### src/rtl/jedro_1_wb_arbiter_if.sv
// Bus bundle between the execution units and the writeback arbiter:
// ALU/LSU results in, load-issue scoreboard, and register-file write port C out.
interface jedro_1_wb_arbiter_if #(
  parameter int DATA_WIDTH     = 32,
  parameter int REG_ADDR_WIDTH = 5
);
  localparam int NUM_REGISTERS = 2 ** REG_ADDR_WIDTH;

  logic                      alu_valid_i;
  logic [REG_ADDR_WIDTH-1:0] alu_rd_i;
  logic [DATA_WIDTH-1:0]     alu_data_i;
  logic                      lsu_valid_i;
  logic                      lsu_ready_o;
  logic [REG_ADDR_WIDTH-1:0] lsu_rd_i;
  logic [DATA_WIDTH-1:0]     lsu_data_i;
  logic                      ld_issue_i;
  logic [REG_ADDR_WIDTH-1:0] ld_issue_rd_i;
  logic [NUM_REGISTERS-1:0]  busy_o;
  logic [REG_ADDR_WIDTH-1:0] wpc_addr_o;
  logic [DATA_WIDTH-1:0]     wpc_data_o;
  logic                      wpc_we_o;

  // Arbiter side
  modport slave (
    input  alu_valid_i, alu_rd_i, alu_data_i,
    input  lsu_valid_i, lsu_rd_i, lsu_data_i,
    input  ld_issue_i, ld_issue_rd_i,
    output lsu_ready_o, busy_o,
    output wpc_addr_o, wpc_data_o, wpc_we_o
  );

  // Pipeline / register-file side
  modport master (
    output alu_valid_i, alu_rd_i, alu_data_i,
    output lsu_valid_i, lsu_rd_i, lsu_data_i,
    output ld_issue_i, ld_issue_rd_i,
    input  lsu_ready_o, busy_o,
    input  wpc_addr_o, wpc_data_o, wpc_we_o
  );
endinterface

### src/rtl/jedro_1_wb_arbiter.sv
// Writeback arbiter: merges ALU results and FIFO-buffered LSU loads onto the
// register-file write port C, and tracks outstanding loads per register.
module jedro_1_wb_arbiter #(
  parameter int DATA_WIDTH     = 32,
  parameter int REG_ADDR_WIDTH = 5,
  parameter int FIFO_DEPTH     = 2
) (
  input logic                  clk_i,
  input logic                  rst_i,
  jedro_1_wb_arbiter_if.slave  wb
);
  localparam int NUM_REGISTERS = 2 ** REG_ADDR_WIDTH;
  localparam int PTR_W         = $clog2(FIFO_DEPTH);
  localparam logic [PTR_W:0] DEPTH_CNT = (PTR_W + 1)'(FIFO_DEPTH);

  // FIFO state (pointers carry an extra wrap bit)
  logic [PTR_W:0]            wr_ptr, rd_ptr;
  logic [PTR_W:0]            count;
  logic                      fifo_full, fifo_empty;
  logic [REG_ADDR_WIDTH-1:0] fifo_rd   [FIFO_DEPTH];
  logic [DATA_WIDTH-1:0]     fifo_data [FIFO_DEPTH];

  logic                      lsu_accept, lsu_keep, alu_sel;
  logic                      push, pop;

  logic                      sel_vld_p0, sel_lsu_p0;
  logic [REG_ADDR_WIDTH-1:0] sel_addr_p0;
  logic [DATA_WIDTH-1:0]     sel_data_p0;

  logic                      vld_p1;
  logic [REG_ADDR_WIDTH-1:0] addr_p1;
  logic [DATA_WIDTH-1:0]     data_p1;

  logic [NUM_REGISTERS-1:0]  busy_q, set_mask, clr_mask;

  assign count      = wr_ptr - rd_ptr;
  assign fifo_full  = (count == DEPTH_CNT);
  assign fifo_empty = (wr_ptr == rd_ptr);

  assign wb.lsu_ready_o = !rst_i && !fifo_full;
  assign lsu_accept     = wb.lsu_valid_i && wb.lsu_ready_o;
  // rd=0 results are consumed here and never reach the port
  assign lsu_keep       = lsu_accept && (wb.lsu_rd_i != '0);
  assign alu_sel        = wb.alu_valid_i && (wb.alu_rd_i != '0);

  // ---- stage p0: fixed-priority selection ----
  always_comb begin
    sel_vld_p0  = 1'b0;
    sel_lsu_p0  = 1'b0;
    sel_addr_p0 = '0;
    sel_data_p0 = '0;
    pop         = 1'b0;
    if (alu_sel) begin
      sel_vld_p0  = 1'b1;
      sel_addr_p0 = wb.alu_rd_i;
      sel_data_p0 = wb.alu_data_i;
    end else if (!fifo_empty) begin
      pop         = 1'b1;
      sel_vld_p0  = 1'b1;
      sel_lsu_p0  = 1'b1;
      sel_addr_p0 = fifo_rd[rd_ptr[PTR_W-1:0]];
      sel_data_p0 = fifo_data[rd_ptr[PTR_W-1:0]];
    end else if (lsu_keep) begin
      sel_vld_p0  = 1'b1;
      sel_lsu_p0  = 1'b1;
      sel_addr_p0 = wb.lsu_rd_i;
      sel_data_p0 = wb.lsu_data_i;
    end
  end

  // Anything accepted but not bypassed must queue behind older loads
  assign push = lsu_keep && (alu_sel || !fifo_empty);

  always_ff @(posedge clk_i) begin
    if (rst_i) begin
      wr_ptr <= '0;
      rd_ptr <= '0;
    end else begin
      if (push) wr_ptr <= wr_ptr + 1'b1;
      if (pop)  rd_ptr <= rd_ptr + 1'b1;
    end
  end

  always_ff @(posedge clk_i) begin
    if (push) begin
      fifo_rd[wr_ptr[PTR_W-1:0]]   <= wb.lsu_rd_i;
      fifo_data[wr_ptr[PTR_W-1:0]] <= wb.lsu_data_i;
    end
  end

  // ---- stage p1: registered write port ----
  always_ff @(posedge clk_i) begin
    if (rst_i) begin
      vld_p1  <= 1'b0;
      addr_p1 <= '0;
      data_p1 <= '0;
    end else begin
      vld_p1 <= sel_vld_p0;
      if (sel_vld_p0) begin
        addr_p1 <= sel_addr_p0;
        data_p1 <= sel_data_p0;
      end
    end
  end

  assign wb.wpc_we_o   = vld_p1;
  assign wb.wpc_addr_o = addr_p1;
  assign wb.wpc_data_o = data_p1;

  // Scoreboard: OR-ing the set after the clear makes a same-cycle set win
  always_comb begin
    set_mask = '0;
    clr_mask = '0;
    if (wb.ld_issue_i && (wb.ld_issue_rd_i != '0))
      set_mask[wb.ld_issue_rd_i] = 1'b1;
    if (sel_vld_p0 && sel_lsu_p0)
      clr_mask[sel_addr_p0] = 1'b1;
  end

  always_ff @(posedge clk_i) begin
    if (rst_i) begin
      busy_q <= '0;
    end else begin
      busy_q    <= (busy_q & ~clr_mask) | set_mask;
      busy_q[0] <= 1'b0;
    end
  end

  assign wb.busy_o = busy_q;
endmodule
### src/flat_wrapper.sv
// flat-port wrapper written by rule: the top's interface ports become plain ports
module jedro_1_wb_arbiter_flat 
#(
  parameter int DATA_WIDTH     = 32,
  parameter int REG_ADDR_WIDTH = 5,
  parameter int FIFO_DEPTH     = 2
)
  (clk_i, rst_i, wb_alu_valid_i, wb_alu_rd_i, wb_alu_data_i, wb_lsu_valid_i, wb_lsu_rd_i, wb_lsu_data_i, wb_ld_issue_i, wb_ld_issue_rd_i, wb_lsu_ready_o, wb_busy_o, wb_wpc_addr_o, wb_wpc_data_o, wb_wpc_we_o);
  jedro_1_wb_arbiter_if #(.DATA_WIDTH(DATA_WIDTH), .REG_ADDR_WIDTH(REG_ADDR_WIDTH)) wb_i ();
  input logic clk_i;
  input logic rst_i;
  input wire logic [$bits(wb_i.alu_valid_i)-1:0] wb_alu_valid_i;
  input wire logic [$bits(wb_i.alu_rd_i)-1:0] wb_alu_rd_i;
  input wire logic [$bits(wb_i.alu_data_i)-1:0] wb_alu_data_i;
  input wire logic [$bits(wb_i.lsu_valid_i)-1:0] wb_lsu_valid_i;
  input wire logic [$bits(wb_i.lsu_rd_i)-1:0] wb_lsu_rd_i;
  input wire logic [$bits(wb_i.lsu_data_i)-1:0] wb_lsu_data_i;
  input wire logic [$bits(wb_i.ld_issue_i)-1:0] wb_ld_issue_i;
  input wire logic [$bits(wb_i.ld_issue_rd_i)-1:0] wb_ld_issue_rd_i;
  output wire logic [$bits(wb_i.lsu_ready_o)-1:0] wb_lsu_ready_o;
  output wire logic [$bits(wb_i.busy_o)-1:0] wb_busy_o;
  output wire logic [$bits(wb_i.wpc_addr_o)-1:0] wb_wpc_addr_o;
  output wire logic [$bits(wb_i.wpc_data_o)-1:0] wb_wpc_data_o;
  output wire logic [$bits(wb_i.wpc_we_o)-1:0] wb_wpc_we_o;
  assign wb_i.alu_valid_i = wb_alu_valid_i;
  assign wb_i.alu_rd_i = wb_alu_rd_i;
  assign wb_i.alu_data_i = wb_alu_data_i;
  assign wb_i.lsu_valid_i = wb_lsu_valid_i;
  assign wb_i.lsu_rd_i = wb_lsu_rd_i;
  assign wb_i.lsu_data_i = wb_lsu_data_i;
  assign wb_i.ld_issue_i = wb_ld_issue_i;
  assign wb_i.ld_issue_rd_i = wb_ld_issue_rd_i;
  assign wb_lsu_ready_o = wb_i.lsu_ready_o;
  assign wb_busy_o = wb_i.busy_o;
  assign wb_wpc_addr_o = wb_i.wpc_addr_o;
  assign wb_wpc_data_o = wb_i.wpc_data_o;
  assign wb_wpc_we_o = wb_i.wpc_we_o;
  jedro_1_wb_arbiter #(.DATA_WIDTH(DATA_WIDTH), .REG_ADDR_WIDTH(REG_ADDR_WIDTH), .FIFO_DEPTH(FIFO_DEPTH)) u_core (.clk_i(clk_i), .rst_i(rst_i), .wb(wb_i));
endmodule
### config.mk
export PLATFORM = sky130hd
export DESIGN_NAME = jedro_1_wb_arbiter_flat
export DESIGN_NICKNAME = d
export VERILOG_FILES = /design/src/rtl/jedro_1_wb_arbiter_if.sv /design/src/rtl/jedro_1_wb_arbiter.sv /design/src/flat_wrapper.sv
export SDC_FILE = /design/constraint.sdc
export NUM_CORES = 1
export LEC_CHECK = 0
export ABC_AREA = 1
export ABC_CLOCK_PERIOD_IN_PS = 5600
export BUFFER_PORTS_ARGS = -buffer_cell sky130_fd_sc_hd__buf_4
export CORE_MARGIN = 8
export CORE_UTILIZATION = 50
export CTS_CLUSTER_DIAMETER = 30
export CTS_CLUSTER_SIZE = 20
export DETAILED_ROUTE_END_ITERATION = 8
export PLACE_DENSITY = 0.75
export SLEW_MARGIN = 20
export SYNTH_ARGS = -nofsm -noshare
export SYNTH_HDL_FRONTEND = slang
export SYNTH_SLANG_ARGS = --single-unit
### constraint.sdc
create_clock -name clk_i -period 5.6 [get_ports clk_i]
set_input_delay 0.56 -clock clk_i [delete_from_list [all_inputs] [get_ports clk_i]]
set_output_delay 0.56 -clock clk_i [all_outputs]
set_load 0.02 [all_outputs]
=== Word-level counts from Yosys, hierarchy flattened ===
Memories as Yosys holds them, arrays and structs flattened. A register that Yosys moved wholly into a read port is not among the register bits.
Index checks and enable logic that the tools add are counted.

* Muxes and demuxes: 24
* $lt $le $gt $ge: 4
* Reduce and logical (&&, ||, !) cells: 16
* Equality and inequality tests: 2
* Add/sub/neg operators: 3
* Bitwise operators: 3

{| class="wikitable"
|+ Operators by type and width
! kind !! number
|-
| $mux W32 || 5
|-
| $and A32 B32 Y32 || 1
|-
| $not A32 Y32 || 1
|-
| $or A32 B32 Y32 || 1
|-
| $mux W5 || 3
|-
| $reduce_bool A5 Y1 || 3
|-
| $mux W1 || 14
|-
| $lt A5 B6 Y1 const B || 2
|-
| $demux W1 S5 || 2
|-
| $ge A5 B1 Y1 const B || 2
|-
| $logic_and A1 B1 Y1 || 9
|-
| $add A2 B1 Y2 const B || 2
|-
| $logic_not A1 Y1 || 3
|-
| $eq A2 B2 Y1 || 1
|-
| $eq A2 B2 Y1 const B || 1
|-
| $sub A2 B2 Y2 || 1
|-
| $logic_or A1 B1 Y1 || 1
|}

* Memories: 2
* Register bits: 74
* Bits of input ports: 84
* Output and inout bits: 71
* Word-level logic and storage cells: 61
* Memory bits (writable): 74

{| class="wikitable"
|+ Memories
! memory !! words !! width !! rd ports !! clocked after Yosys merged registers in !! write ports !! RTL line !! source
|-
| u_core.fifo_data || 2 || 32 || 1 || 1 || 1 || jedro_1_wb_arbiter.sv:21 || <nowiki>logic [DATA_WIDTH-1:0] fifo_data [FIFO_DEPTH];</nowiki>
|-
| u_core.fifo_rd || 2 || 5 || 1 || 1 || 1 || jedro_1_wb_arbiter.sv:20 || <nowiki>logic [REG_ADDR_WIDTH-1:0] fifo_rd [FIFO_DEPTH];</nowiki>
|}

=== Logic depth before layout (Yosys ltp) ===
* Depth after elaboration: 17
* Mapped depth: 14
* Gate-level depth less buffers: 14

=== Worst setup path after synthesis ===
No wires, ideal clock.

* Kind: input to register
* From: input rst_i
* To: memory u_core.fifo_data[0][0] (enable)
* Stages: 4
* Buffers on the path: 1
* Data arrival time: 3672 ps
* Path slack: 1451 ps
* Required time: 5123 ps
* Setup time: 477 ps
* Cells stage by stage: clkbuf_1 -> inv_1 -> nand4_1 -> nor3_1

* Longest elaborated chain between the ends: 7

{| class="wikitable"
|+ RTL lines
! element !! RTL line !! source
|-
| start, declared || flat_wrapper.sv:11 || <nowiki>input logic rst_i;</nowiki>
|-
| $logic_not A1 Y1 || jedro_1_wb_arbiter.sv:40 || <nowiki>assign wb.lsu_ready_o = !rst_i && !fifo_full;</nowiki>
|-
| $logic_and A1 B1 Y1 || jedro_1_wb_arbiter.sv:40 ||
|-
| $logic_and A1 B1 Y1 || jedro_1_wb_arbiter.sv:41 || <nowiki>assign lsu_accept = wb.lsu_valid_i && wb.lsu_ready_o;</nowiki>
|-
| $logic_and A1 B1 Y1 || jedro_1_wb_arbiter.sv:43 || <nowiki>assign lsu_keep = lsu_accept && (wb.lsu_rd_i != '0);</nowiki>
|-
| $logic_and A1 B1 Y1 || jedro_1_wb_arbiter.sv:72 || <nowiki>assign push = lsu_keep && (alu_sel || !fifo_empty);</nowiki>
|-
| $mux W1 || jedro_1_wb_arbiter.sv:85 || <nowiki>if (push) begin</nowiki>
|-
| $mux W1 (not written as such) || jedro_1_wb_arbiter.sv:87 || <nowiki>fifo_data[wr_ptr[PTR_W-1:0]] <= wb.lsu_data_i;</nowiki>
|-
| end, declared || jedro_1_wb_arbiter.sv:21 ||
|}

No other way between the ends.

=== Worst setup path in the final report ===
* From: input wb_lsu_rd_i[3]
* To: memory u_core.fifo_data[1][12] (enable)

* Longest elaborated chain between the ends: 5

{| class="wikitable"
|+ RTL lines
! element !! RTL line !! source
|-
| start, declared || flat_wrapper.sv:16 || <nowiki>input wire logic [$bits(wb_i.lsu_rd_i)-1:0] wb_lsu_rd_i;</nowiki>
|-
| $reduce_bool A5 Y1 || jedro_1_wb_arbiter.sv:43 ||
|-
| $logic_and A1 B1 Y1 || jedro_1_wb_arbiter.sv:43 ||
|-
| $logic_and A1 B1 Y1 || jedro_1_wb_arbiter.sv:72 ||
|-
| $mux W1 || jedro_1_wb_arbiter.sv:85 ||
|-
| $mux W1 (not written as such) || jedro_1_wb_arbiter.sv:87 ||
|}

No other way between the ends.

==> run summary <==
STATUS
------------------------------------------------------------------------------------------------------
Run status                                                                                   completed

CLOCK TREE
------------------------------------------------------------------------------------------------------
CTS-repair resized insts                                                                             0
CTS Root Buffer Type                                                                         clkbuf_16
Clock transition at the register clock pins on the worst setup and hold paths after CTS        0.06 ns
Clock tree from TritonCTS                                                                          yes
TritonCTS Sinks                                                                                    148
CTS H-Tree Depth                                                                                     4
Number of buffers created by CTS                                                                    17
Hold_buf cts                                                                                         0
Bufs on Longest Clock Path                                                                           2
Clk Latency, worst-skew pair                                                                   0.43 ns
Post-CTS setup repair buffer count                                                                   0

FLOORPLAN
------------------------------------------------------------------------------------------------------
Core ar.                                                                                   0.0126 mm^2
Number of placement rows                                                                            41
Y dimension of the die                                                                          130 um
Width of the die                                                                                130 um
Count of boundary I/O pins                                                                         155
Full die area                                                                              0.0168 mm^2
Effective utilization at floorplan                                                               51.2%

SETUP PATH
------------------------------------------------------------------------------------------------------
Cell count of the worst reg-to-reg path                                                              9
Setup slack, reg-to-reg                                                                        2.94 ns
Maximum fanout along the worst path                                                                 34
Data arrival time of the critical path                                                         2.85 ns
Worst Path Required                                                                            5.71 ns
Worst Setup Start Kind                                                                      input port
Capturing element of the worst setup path                                                 u_core.fifo_data[1][12]
Critical path endpoint category                                                               register
Critical path startpoint                                                                  wb_lsu_rd_i[3]
Reg-to-Reg End                                                                            u_core.fifo_data[1][12]
Reg2Reg Launch Point                                                                      u_core.wr_ptr[0]
Worst setup path category                                                                 input port to register

LAYOUT
------------------------------------------------------------------------------------------------------
Commonest non-fill, non-tap cell in the layout                                                 nand2_1
Count of inserted antenna diode cells                                                                0
Total area of multi-input combinational cells                                             0.00230 mm^2
Count of fill cells added during filler insertion                                                 1036
Highest-count cells in the layout ignoring fill and taps                                  nand2_1, buf_4, edfxtp_1
Final core occ                                                                                   66.2%
# nets final                                                                                       931
Synth-to-Final Area Change                                                                       29.2%
Total area of sequential cells                                                            0.00370 mm^2
Total non-filler cell area in the finished layout                                         0.00835 mm^2
Fraction of layout instances using a drive strength above 1                                      26.0%

SYNTHESIS
------------------------------------------------------------------------------------------------------
Number of synthesized flops with an enable pin                                                      74
Part of the Yosys area used for sequential elements                                              57.3%
Share of flip-flops with an asynchronous set or reset                                               0%
Number of instances in the synthesized netlist                                                     703
Largest area contributor in the netlist                                                       edfxtp_1
Count of warnings emitted by yosys                                                                   0
Post-Synthesis Net Count                                                                           787
Top cells by area, synth                                                                  edfxtp_1, dfxtp_1, nand2_1
Post-Synth XOR/XNOR Area                                                                            0%
Multiplexer fraction of the synthesized cell area                                                2.79%
Number of register bits inferred by synthesis                                                      148
Number of unique standard cell types used by synthesis                                              35
Commonest register cell after synthesis                                                       edfxtp_1
Mean instance size in the synthesized netlist                                                9.20 um^2
Adder-Cell Fraction of Synth Area                                                                   0%
Combinational family with the most area after synthesis                                   simple AND/OR/NAND/NOR gates
Post-Synth Simple-Gate Area                                                                      21.1%
Proportion of netlist area held by the largest area contributor                                  34.4%
Combined area of all synthesized cells                                                    0.00647 mm^2
Area fraction in compound gates after synthesis                                                  11.6%

POWER AND IR DROP
------------------------------------------------------------------------------------------------------
Ratio of total power to cell area                                                          347 mW/mm^2
Leakage component of the power                                                              0.00361 uW
Maximum ir drop on the vdd rail                                                             0.000203 V

DETAILED ROUTING
------------------------------------------------------------------------------------------------------
First-pass DRT Iterations                                                                            5
Antenna-violating nets left                                                                          0
Routed len/inst                                                                                17.3 um
Highest signal layer in the routed design                                                         met4
Routed length on met2                                                                          8.58 mm
Routed vias/inst                                                                                  5.44
DR WL met3                                                                                     1.59 mm
DRC violation total after the first TritonRoute iteration                                          521
Routed met1 length                                                                             7.27 mm
Via total after detailed routing                                                                  5617
Routed wire length                                                                             17.9 mm
Final routed DRC violation total                                                                     0

STA
------------------------------------------------------------------------------------------------------
Count of pins over their slew limit                                                                  0
Post-route setup TNS                                                                              0 ns
Time the final worst path needs with I/O delays and setup                                      2.75 ns
Max Fclk                                                                                       364 MHz
Final setup violation count                                                                          0
Worst hold margin                                                                             0.328 ns
Transition time at the pin with the least slew margin                                         0.885 ns
Setup repair after global routing missed its margin                                              false
Clk_skew                                                                                    0.00596 ns
Total count of hold-check failures in the final report                                               0
Minimum setup slack in the final design                                                        2.85 ns
Max-slew headroom                                                                                40.9%
Fin crit share                                                                                   49.0%

PLACED DESIGN
------------------------------------------------------------------------------------------------------
Final GP Congestion                                                                              0.882
Estimated wirelength of the detail-placed design                                               12.2 mm
Instance area after placement                                                             0.00771 mm^2
I/O Buffers                                                                                        153
Post-Place Setup Slack                                                                         2.42 ns

GLOBAL ROUTING
------------------------------------------------------------------------------------------------------
Initial antenna violation count                                                                      0
Global-route wire length before repair                                                         28.0 mm
Overflow left after global routing                                                                   0
Number of global-route vias before repair                                                         5600
GRT Util Overall                                                                                 21.5%
Pin count of the biggest net entering global routing                                                43

WORST HOLD PATH
------------------------------------------------------------------------------------------------------
Class of the worst hold path                                                              input port to register

RUN
------------------------------------------------------------------------------------------------------
Reported max-cap violation count                                                                     0

==> per-stage QoR <==
stage | total power (uW) | std cells
6_report | 2900 | 1032
5_1_grt | 2990 | 1032
4_1_cts | 2910 | 1032
3_5_place_dp | 1690 | 1000
3_3_place_gp | 1670 | 1000
2_1_floorplan | 1510 | 703
==> kinds of logic (layout without fill, tap and decap cells) <==
group           count (synthesis)  after routing
simple gates                  303            303
flops                         148            148
compound gates                120            120
buf+inv                       113            270
mux                            18             18
other cells                     1              1
==> area by class of cell <==
class | count | share of cell area, %
sequential | 148 | 44.4
clock buffer | 18 | 5.14
tap | 172 | 2.58
clock inverter | 14 | 2.52
inverter | 79 | 3.55
multi-input combinational | 442 | 27.6
timing repair buffer | 159 | 14.3
==> worst min-delay path by stage <==
stage	startpoint	to	slack (ns)	cells after the start
finish	wb_lsu_data_i[29]	u_core.fifo_data[1][29]	0.33	1
global route	wb_lsu_data_i[29]	u_core.fifo_data[1][29]	0.31	1
CTS	wb_lsu_data_i[29]	u_core.fifo_data[1][29]	0.31	1
detailed placement	u_core.wb.busy_o[30]	u_core.wb.busy_o[30]	0.47	2
global placement	u_core.wb.busy_o[25]	u_core.wb.busy_o[25]	0.47	2
floorplan	u_core.wr_ptr[1]	u_core.wr_ptr[1]	0.46	2
==> cell usage after synthesis (2+ instances only) <==
cell	count
buf_4	5
o221ai_1	2
nor4_1	2
o31ai_1	2
nor3_1	4
a21oi_1	34
nand2_2	5
nor2_1	56
nand3_1	52
mux2i_1	18
clkbuf_1	19
inv_1	73
nor2_2	2
o211ai_1	2
o2111ai_1	18
nand3_2	8
nand4_1	4
o21ai_0	17
a21oi_2	4
nand2_4	4
o311ai_0	12
edfxtp_1	74
inv_2	6
nand2_1	161
buf_2	9
o21ai_1	28
dfxtp_1	74
==> registers in the layout, indices dropped and copies added, names as in the netlist, named ones only <==
name                  count
u_core.wb.busy_o         31
u_core.fifo_rd           10
u_core.wb.wpc_we_o        1
u_core.fifo_data         64
u_core.wr_ptr             2
u_core.rd_ptr             2
u_core.wb.wpc_addr_o      5
u_core.wb.wpc_data_o     32
==> where the power goes <==
| group | total (uW) | internal, uW | switching, uW | leakage [uW] |
|---|---|---|---|---|
| Clock | 1230 | 787 | 445 | 0.000296 |
| Combinational | 446 | 160 | 286 | 0.00203 |
| Sequential | 1220 | 1200 | 25.4 | 0.00128 |
| Total | 2900 | 2140 | 757 | 0.00361 |
==> per-layer routing <==
layer,vias up,global-route usage [%]
li1,2676,-
met3,42,5.83
met2,290,35.6
met5,-,0
met4,0,10.2
met1,2609,25.5
==> worst max-delay path, cell delays in order <==
cell	delay, ns
buf_4	0.12
nor2_1	0.05
nand3b_1	0.07
buf_4	0.36
nand4_1	0.32
nor2_1	0.19
nand2_1	0.10
inv_1	0.66
buf_4	0.39
(Power assumes the default switching activity.)
